==> src/rtl/load_store_queue.sv <==
// In-order load/store queue. Entries hold operands with busy/tag state and snoop the
// CDB channels. The head issues one memory operation at a time. Non-IO loads issue
// speculatively; IO loads wait until they are the oldest ROB entry, and stores wait
// until they are committed. A flush keeps the committed store prefix at the head.
module load_store_queue #(
    parameter int                DEPTH     = 8,
    parameter int                ROB_IDX_W = 4,
    parameter int                DATA_W    = 32,
    parameter int                ADDR_W    = 32,
    parameter int                NUM_CDB   = 2,
    parameter logic [ADDR_W-1:0] IO_BASE   = 'h0003_0000
) (
    input  logic                          clk_in,
    input  logic                          rst_n_in,
    input  logic                          rdy_in,
    input  logic                          clr_in,
    input  logic                          issue_valid,
    input  logic [ROB_IDX_W-1:0]          issue_rob_idx,
    input  logic                          issue_is_store,
    input  logic [1:0]                    issue_len,
    input  logic                          issue_unsigned,
    input  logic                          issue_rs1_busy,
    input  logic [ROB_IDX_W-1:0]          issue_rs1_tag,
    input  logic [DATA_W-1:0]             issue_rs1_val,
    input  logic                          issue_rs2_busy,
    input  logic [ROB_IDX_W-1:0]          issue_rs2_tag,
    input  logic [DATA_W-1:0]             issue_rs2_val,
    input  logic [DATA_W-1:0]             issue_imm,
    input  logic [NUM_CDB-1:0]            cdb_valid,
    input  logic [NUM_CDB*ROB_IDX_W-1:0]  cdb_tag,
    input  logic [NUM_CDB*DATA_W-1:0]     cdb_data,
    input  logic                          rob_commit_valid,
    input  logic [ROB_IDX_W-1:0]          rob_commit_idx,
    input  logic [ROB_IDX_W-1:0]          rob_head_idx,
    output logic                          mem_req,
    output logic                          mem_we,
    output logic [1:0]                    mem_len,
    output logic [ADDR_W-1:0]             mem_addr,
    output logic [DATA_W-1:0]             mem_wdata,
    input  logic                          mem_ack,
    input  logic [DATA_W-1:0]             mem_rdata,
    output logic                          lsq_full,
    output logic [$clog2(DEPTH):0]        lsq_count,
    output logic                          result_valid,
    output logic [ROB_IDX_W-1:0]          result_rob_idx,
    output logic [DATA_W-1:0]             result_data
);
    localparam int PTR_W = $clog2(DEPTH);
    localparam int CNT_W = PTR_W + 1;

    typedef enum logic [1:0] {IDLE, BUSY, DRAIN} state_t;

    typedef struct packed {
        logic [ROB_IDX_W-1:0] rob_idx;
        logic                 is_store;
        logic [1:0]           len;
        logic                 is_unsigned;
        logic                 rs1_busy;
        logic [ROB_IDX_W-1:0] rs1_tag;
        logic [DATA_W-1:0]    rs1_val;
        logic                 rs2_busy;
        logic [ROB_IDX_W-1:0] rs2_tag;
        logic [DATA_W-1:0]    rs2_val;
        logic [DATA_W-1:0]    imm;
        logic                 committed;
        logic                 reported;
    } entry_t;

    entry_t               entries [DEPTH];
    entry_t               head_e, new_e;
    logic [PTR_W-1:0]     head, tail, commit_sel;
    logic [CNT_W-1:0]     count, committed_cnt;
    state_t               state, state_next;
    logic [ROB_IDX_W-1:0] mem_rob_idx;
    logic                 mem_unsigned;
    logic                 head_ready, head_is_io, head_eligible, advance;
    logic                 do_pop, push, load_done, store_report, commit_hit;
    logic [ADDR_W-1:0]    head_addr;
    logic [DATA_W-1:0]    head_wdata, load_ext;

    // Returns {busy, value} after looking at the CDB; the lowest matching channel wins.
    function automatic logic [DATA_W:0] snoop(input logic busy,
                                              input logic [ROB_IDX_W-1:0] tag,
                                              input logic [DATA_W-1:0] val);
        logic [DATA_W:0] r;
        r = {busy, val};
        if (busy) begin
            for (int k = NUM_CDB - 1; k >= 0; k--) begin
                if (cdb_valid[k] && cdb_tag[k*ROB_IDX_W +: ROB_IDX_W] == tag)
                    r = {1'b0, cdb_data[k*DATA_W +: DATA_W]};
            end
        end
        return r;
    endfunction

    assign head_e        = entries[head];
    assign head_ready    = !head_e.rs1_busy && (!head_e.is_store || !head_e.rs2_busy);
    assign head_addr     = ADDR_W'(head_e.rs1_val + head_e.imm);
    assign head_is_io    = head_addr >= IO_BASE;
    assign head_eligible = (state == IDLE) && (count != '0) && head_ready &&
                           (head_e.is_store ? head_e.committed
                                            : (!head_is_io || rob_head_idx == head_e.rob_idx));
    assign advance       = rdy_in || clr_in;
    assign do_pop        = rdy_in && !clr_in && head_eligible;
    assign push          = rdy_in && !clr_in && issue_valid && !lsq_full;
    assign load_done     = (state == BUSY) && mem_ack && !mem_we;
    assign store_report  = (count != '0) && head_e.is_store && head_ready &&
                           !head_e.reported && !load_done;
    assign lsq_full      = (count == CNT_W'(DEPTH));
    assign lsq_count     = count;

    // Build the incoming entry, capturing any operand broadcast in the same cycle.
    // NOTE: every always_comb output gets a default first so no latch is inferred.
    always_comb begin
        logic [DATA_W:0] s1, s2;
        s1                = snoop(issue_rs1_busy, issue_rs1_tag, issue_rs1_val);
        s2                = snoop(issue_rs2_busy, issue_rs2_tag, issue_rs2_val);
        new_e             = '0;
        new_e.rob_idx     = issue_rob_idx;
        new_e.is_store    = issue_is_store;
        new_e.len         = issue_len;
        new_e.is_unsigned = issue_unsigned;
        new_e.rs1_busy    = s1[DATA_W];
        new_e.rs1_tag     = issue_rs1_tag;
        new_e.rs1_val     = s1[DATA_W-1:0];
        new_e.rs2_busy    = s2[DATA_W];
        new_e.rs2_tag     = issue_rs2_tag;
        new_e.rs2_val     = s2[DATA_W-1:0];
        new_e.imm         = issue_imm;
    end

    // Locate the live, uncommitted entry named by the ROB commit.
    always_comb begin
        logic [PTR_W-1:0] off;
        off        = '0;
        commit_hit = 1'b0;
        commit_sel = '0;
        for (int i = 0; i < DEPTH; i++) begin
            off = PTR_W'(i) - head;
            if (rob_commit_valid && ({1'b0, off} < count) && !entries[i].committed &&
                entries[i].rob_idx == rob_commit_idx) begin
                commit_hit = 1'b1;
                commit_sel = PTR_W'(i);
            end
        end
    end

    // Store data masked to the access width; load data extended per the held length.
    always_comb begin
        head_wdata = head_e.rs2_val;
        load_ext   = mem_rdata;
        case (head_e.len)
            2'b01:   head_wdata = {{(DATA_W-8){1'b0}}, head_e.rs2_val[7:0]};
            2'b10:   head_wdata = {{(DATA_W-16){1'b0}}, head_e.rs2_val[15:0]};
            default: ;
        endcase
        case (mem_len)
            2'b01:   load_ext = {{(DATA_W-8){~mem_unsigned & mem_rdata[7]}}, mem_rdata[7:0]};
            2'b10:   load_ext = {{(DATA_W-16){~mem_unsigned & mem_rdata[15]}}, mem_rdata[15:0]};
            default: ;
        endcase
    end

    // Memory FSM next state; a flushed outstanding load drains its ack without a result.
    always_comb begin
        state_next = state;
        case (state)
            IDLE:    if (do_pop) state_next = BUSY;
            BUSY:    if (mem_ack) state_next = IDLE;
                     else if (clr_in && !mem_we) state_next = DRAIN;
            DRAIN:   if (mem_ack) state_next = IDLE;
            default: state_next = IDLE;
        endcase
    end

    // FSM state register.
    // NOTE: sequential state uses non-blocking assignments so all flops see pre-edge values.
    always_ff @(posedge clk_in or negedge rst_n_in) begin
        if (!rst_n_in)    state <= IDLE;
        else if (advance) state <= state_next;
    end

    // Memory request register: loaded on pop, held until ack.
    always_ff @(posedge clk_in or negedge rst_n_in) begin
        if (!rst_n_in) begin
            mem_req      <= 1'b0;
            mem_we       <= 1'b0;
            mem_len      <= '0;
            mem_addr     <= '0;
            mem_wdata    <= '0;
            mem_rob_idx  <= '0;
            mem_unsigned <= 1'b0;
        end else if (advance) begin
            if (do_pop) begin
                mem_req      <= 1'b1;
                mem_we       <= head_e.is_store;
                mem_len      <= head_e.len;
                mem_addr     <= head_addr;
                mem_wdata    <= head_wdata;
                mem_rob_idx  <= head_e.rob_idx;
                mem_unsigned <= head_e.is_unsigned;
            end else if (state != IDLE && mem_ack) begin
                mem_req <= 1'b0;
            end
        end
    end

    // Result pulse: load completion takes priority over a store report.
    always_ff @(posedge clk_in or negedge rst_n_in) begin
        if (!rst_n_in) begin
            result_valid   <= 1'b0;
            result_rob_idx <= '0;
            result_data    <= '0;
        end else if (clr_in) begin
            result_valid <= 1'b0;
        end else if (rdy_in) begin
            result_valid <= 1'b0;
            if (load_done) begin
                result_valid   <= 1'b1;
                result_rob_idx <= mem_rob_idx;
                result_data    <= load_ext;
            end else if (store_report) begin
                result_valid   <= 1'b1;
                result_rob_idx <= head_e.rob_idx;
                result_data    <= '0;
            end
        end
    end

    // Queue storage, pointers and counters.
    // NOTE: the entry array is reset so busy/committed/reported flags never start as X.
    always_ff @(posedge clk_in or negedge rst_n_in) begin
        if (!rst_n_in) begin
            entries       <= '{default: '0};
            head          <= '0;
            tail          <= '0;
            count         <= '0;
            committed_cnt <= '0;
        end else if (clr_in) begin
            tail  <= head + committed_cnt[PTR_W-1:0];
            count <= committed_cnt;
        end else if (rdy_in) begin
            for (int i = 0; i < DEPTH; i++) begin
                {entries[i].rs1_busy, entries[i].rs1_val} <=
                    snoop(entries[i].rs1_busy, entries[i].rs1_tag, entries[i].rs1_val);
                {entries[i].rs2_busy, entries[i].rs2_val} <=
                    snoop(entries[i].rs2_busy, entries[i].rs2_tag, entries[i].rs2_val);
            end
            if (store_report) entries[head].reported <= 1'b1;
            if (commit_hit) entries[commit_sel].committed <= 1'b1;
            if (push) begin
                entries[tail] <= new_e;
                tail          <= tail + PTR_W'(1);
            end
            if (do_pop) head <= head + PTR_W'(1);
            case ({push, do_pop})
                2'b10:   count <= count + CNT_W'(1);
                2'b01:   count <= count - CNT_W'(1);
                default: ;
            endcase
            committed_cnt <= committed_cnt + (commit_hit ? CNT_W'(1) : CNT_W'(0))
                           - ((do_pop && head_e.committed) ? CNT_W'(1) : CNT_W'(0));
        end
    end

endmodule

==> config.mk <==
export PLATFORM = sky130hd
export DESIGN_NAME = load_store_queue
export DESIGN_NICKNAME = d
export VERILOG_FILES = /design/src/rtl/load_store_queue.sv
export SDC_FILE = /design/constraint.sdc
export NUM_CORES = 2
export LEC_CHECK = 0
export ABC_AREA = 1
export CAP_MARGIN = 30
export CORE_MARGIN = 2
export CORE_UTILIZATION = 42
export CTS_CLUSTER_SIZE = 24
export DETAILED_ROUTE_END_ITERATION = 8
export PLACE_DENSITY_LB_ADDON = 0.12
export SYNTH_ARGS = -nofsm -noshare
export SYNTH_HDL_FRONTEND = slang
export SYNTH_SLANG_ARGS = --single-unit
==> constraint.sdc <==
create_clock -name clk_in -period 12.4 [get_ports clk_in]
set_clock_uncertainty 0.1 [all_clocks]
set_input_delay 1.86 -clock clk_in [delete_from_list [all_inputs] [get_ports clk_in]]
set_output_delay 1.86 -clock clk_in [all_outputs]
set_load 0.005 [all_outputs]
Word-level counts from Yosys, hierarchy flattened:

Index checks and enable logic that the tools add are counted.

* add/subtract/negate cells: 16
* $lt $le $gt $ge: 15
* equal/unequal tests: 57
* mux-type cells: 146
* bitwise logic cells: 7
* reduce and logical (&&, ||, !) cells: 116

Operators with widths (number)
* $mux W928: 7
* $mux W33: 86
* $bwmux W928: 3
* $demux W116 S3: 3
* $bmux W116 S3: 1
* $mux W116: 3
* $eq A4 B4 Y1: 45
* $pmux W32 S2: 2
* $logic_and A1 B1 Y1: 80
* $mux W32: 2
* $add A32 B32 Y32: 1
* $ge A32 B18 Y1 const B: 1
* $lt A3 B4 Y1: 8
* $mux W3: 9
* $mux W1: 19
* $logic_not A1 Y1: 17
* $mux W4: 4
* $ge A4 B4 Y1 const B: 3
* $lt A4 B1 Y1 const B: 3
* $not A3 Y4: 3
* $sub A3 B3 Y3 const A: 4
* $mux W2: 5
* $reduce_and A2 Y1: 5
* $reduce_bool A2 Y1: 5
* other kinds (23): 38

* register bits after elaboration: 1054
* input bits: 235
* output and inout bits: 110
* logic and storage cells: 476

Depth between registers and ports, before layout:

* depth after elaboration: 23
* gate-level depth with buffers: 42
* mapped depth without buffers: 34

Least setup slack after synthesis:

No wires, ideal clock.

* path kind: register -> register
* start point: register head[0]
* end point: register committed_cnt[3]
* data arrival time: 5.266 ns
* setup slack: 6.911 ns
* stages on the path, launching flop included: 39
* buffers on the path: 8
* cells stage by stage: dfrtp_1 -> inv_2 -> buf_6 -> buf_2 -> buf_2 -> buf_2 -> clkbuf_1 -> buf_1 -> a21oi_1 -> o21ai_0 -> a31oi_1 -> ha_1 -> fa_1 -> nand2_1 -> nand3_1 -> nand3_1 -> nand2_1 -> nand2_1 -> [... 3 more ...] -> nand2_1 -> nand2_1 -> nor2_1 -> nand3_1 -> nand2_1 -> nand2_2 -> buf_6 -> buf_2 -> nor2_1 -> ha_1 -> inv_1 -> ha_1 -> nand2_1 -> nor2_1 -> a211oi_1 -> or2_2 -> nand3_1 -> xnor2_1

* cells in the longest elaborated chain, start to end: 16

RTL lines
* start, declared: RTL line 71 `logic [PTR_W-1:0] head, tail, commit_sel;`
* start signal, assigned: RTL line 255 `if (do_pop) head <= head + PTR_W'(1);`
* parallel branches: the longest is 15 deep, another holds $add A32 B32 Y32
* $sub A4 B1 Y4 (*): RTL line 262 `- ((do_pop && head_e.committed) ? CNT_W'(1) : CNT_W'(0));`
* end signal, assigned: RTL line 261 `committed_cnt <= committed_cnt + (commit_hit ? CNT_W'(1) : CNT_W'(0))`
* end, declared: RTL line 72 `logic [CNT_W-1:0] count, committed_cnt;`

Mark *: on every way between the ends. The select of a mux whose other input is x is not followed.
A chain may end at the register's enable or synchronous reset.

Final worst setup path:

Same ends and word-level chain as after synthesis.

==> flow_metrics.env <==
export IMPL_status="finished clean"
export IMPL_numPortBuffers=344
export IMPL_use_met2=0.563
export IMPL_slew_headroom=0.243
export IMPL_worstMarginPinSlew_ps=1130
export IMPL_r2r_start="head[0]"
export IMPL_drc=0
export IMPL_drv_slew=0
export IMPL_cp_required_ps=12970
export IMPL_clk_pin_slew_worst_paths_ps=60
export IMPL_drt_wirelength_per_cell_um=27.7
export IMPL_critPathMostFrequentCell="nand2_1"
export IMPL_syn_area_um2=71000
export IMPL_nFillCells=16700
export IMPL_cts_root_buf="clkbuf_16"
export IMPL_cts_resized_gates=0
export IMPL_grt_pass1_wl_um=489000
export IMPL_startpoint_type="flop"
export IMPL_cts_buffers=133
export IMPL_critical_path_class="reg2reg"
export IMPL_final_layout_size_suffix_gt1_frac=0.0586
export IMPL_routed_wirelength_um=337000
export IMPL_ys_top_cells_by_area="dfrtp_1 37%, o21ai_0 14%, nand2_1 11%"
export IMPL_period_minus_slack_ps=7740
export IMPL_io_pins=345
export IMPL_cts_max_level=4
export IMPL_yosysTopAreaCell="dfrtp_1"
export IMPL_antenna_left=0
export IMPL_row_count=150
export IMPL_yosysUniqueCellTypes=56
export IMPL_synth_seq_cells=1054
export IMPL_rsz0062_at_grt="false"
export IMPL_grt_pass1_vias=71400
export IMPL_cp_slowest_stage_delay_ps=800
export IMPL_synth_flop_cell="dfrtp_1"
export IMPL_antenna_found_initial=15
export IMPL_async_flop_share=1.00
export IMPL_leakage_uw=0.0357
export IMPL_grt_max_degree=153
export IMPL_grtUsageMet1=0.488
export IMPL_cp_data_arrival_time_ps=8310
export IMPL_rr_worst_depth=31
export IMPL_syn_inst=10100
export IMPL_cts_hold_buf=0
export IMPL_ir_worst_vdd_uv=206
export IMPL_power_density_nw_per_um2=272
export IMPL_finalHoldViolCount=0
export IMPL_final_nets=10100
export IMPL_grt_busiest_layer="met2"
export IMPL_avgViaCountPerCell=6.42
export IMPL_synth_nets=10400
export IMPL_slowest_stage="dfrtp_4"
export IMPL_cts_sinks=1054
export IMPL_drv_cap=0
export IMPL_setup_tns_ps=0
export IMPL_seq_area_frac_synth=0.372
export IMPL_syn_to_final_growth_pct=12.5
export IMPL_clk_latency_ps=790
export IMPL_die_area_um2=172000
export IMPL_cp_max_fo=133
export IMPL_setup_viol=0
export IMPL_cts_tree="built"
export IMPL_met3_usage=0.105
export IMPL_die_w_um=415
export IMPL_synth_edf_count=0
export IMPL_hold_ws_ps=362
export IMPL_fmax_mhz=129
export IMPL_grt_remaining_overflow=0
export IMPL_min_path_cells=2
export IMPL_dr_pass1_iters=7
export IMPL_place_inst=11900
export IMPL_synth_most_common_cell="nand2_1"
export IMPL_drt_initial_drc_count=10900
export IMPL_gp_congestion=0.933
export IMPL_crit_start="head[0]"
export IMPL_hp_class="reg2reg"
export IMPL_clockBufferDepth=3
export IMPL_rrSetupSlack_ps=4660
export IMPL_fp_dieH_um=415
export IMPL_whs_endpoint="entries[829]"
export IMPL_worst_setup_path_end_kind="flop"
export IMPL_yosys_top_cells_count="2060 x nand2_1, 1921 x o21ai_0, 1054 x dfrtp_1, 991 x a21oi_1, 989 x inv_1"
export IMPL_start_util=0.424
export IMPL_final_cells=12200
export IMPL_timing_rr_end="committed_cnt[3]"
export IMPL_hp_start="entries[829]"
export IMPL_syn_avg_cell_area_um2=7.03
export IMPL_post_cts_setup_buffers=0
export IMPL_final_util=0.477
export IMPL_coreArea_um2=167000
export IMPL_synth_top_area_share=0.372
export IMPL_grt_usage=0.377
export IMPL_vias=78100
export IMPL_hpwl_um=206000
export IMPL_period_share=0.624
export IMPL_ys_warn_count=0
where the power goes:
part	internal [uW]	leakage (uW)	switching (uW)
clock	2310	0.00214	1670
combinational	3670	0.0199	8060
sequential	4870	0.0136	1090
total	10800	0.0357	10800
state kept, by name (all words and copies together) (netlist names), 3 cells and up:
signal	cells
committed_cnt	4
entries	928
head	3
lsq_count	4
mem_addr	32
mem_rob_idx	4
mem_wdata	32
result_data	32
result_rob_idx	4
tail	3
cell families after synthesis:
group                      count (synthesis)  synth area share
AOI/OAI and AO/OA                       4224             0.350
and+or+nand+nor                         2691             0.149
buffers and inverters                   2016             0.111
DFF                                     1054             0.372
adders and majority gates                 64            0.0117
xor gates and xnor gates                  52           0.00642
how the worst max path moves through the flow:
stage,depth (start not counted),endpoint
final,31,committed_cnt[3]
after global routing,30,committed_cnt[3]
after CTS,30,committed_cnt[3]
after detailed placement,30,committed_cnt[3]
after global placement,31,committed_cnt[3]
after floorplan,38,committed_cnt[3]
metrics by stage:
step	power (uW)	area, um^2	setup WS (ps)
after floorplan	12900	71000	6910
after global placement	17200	75200	4800
after detailed placement	17400	75300	4830
after CTS	21400	79600	4810
after global routing	23100	79800	4250
final	21700	79800	4660
metal layers:
metal,share of wire,wire length (um)
met5,0.00014,47
met4,0.067,22700
met3,0.12,41200
met2,0.42,143000
met1,0.39,130000
area by class of cell:
cell class,count,area [um^2],share of cell area
Antenna cell,9,22.5,0.000282
Clock buffer,197,3950,0.0494
Clock inverter,38,384,0.00481
Inverter,1087,4120,0.0516
Multi-Input combinational cell,7031,37000,0.463
Sequential cell,1054,26400,0.331
Tap cell,2204,2760,0.0346
Timing Repair Buffer,541,5230,0.0655
cell usage in the layout, fill, tap and decap left out, types with 31 or more instances in the layout:
master              n
nand3_1           158
o21ai_1            71
inv_2              68
clkdlybuf4s50_1   342
o221ai_1          451
o2111ai_1          67
a31oi_1            79
a22oi_1           200
buf_4             174
clkbuf_1           32
nor2_1            381
nand2_1          2050
clkbuf_16         138
dfrtp_1          1049
a221oi_1           31
a21oi_1           991
o22ai_1            88
o21ai_0          1921
ha_1               60
o211ai_1          183
inv_1             982
worst max-delay path, delay by kind of cell (launching register included):
| family | cells | cell delay, ps |
|---|---|---|
| compound gates | 4 | 1380 |
| flops | 1 | 800 |
| xor+xnor | 1 | 150 |
| simple gates | 18 | 2480 |
| fa+ha+maj | 3 | 920 |
| buf+inv | 5 | 1640 |
No activity file was read; power rests on OpenSTA's default activity.
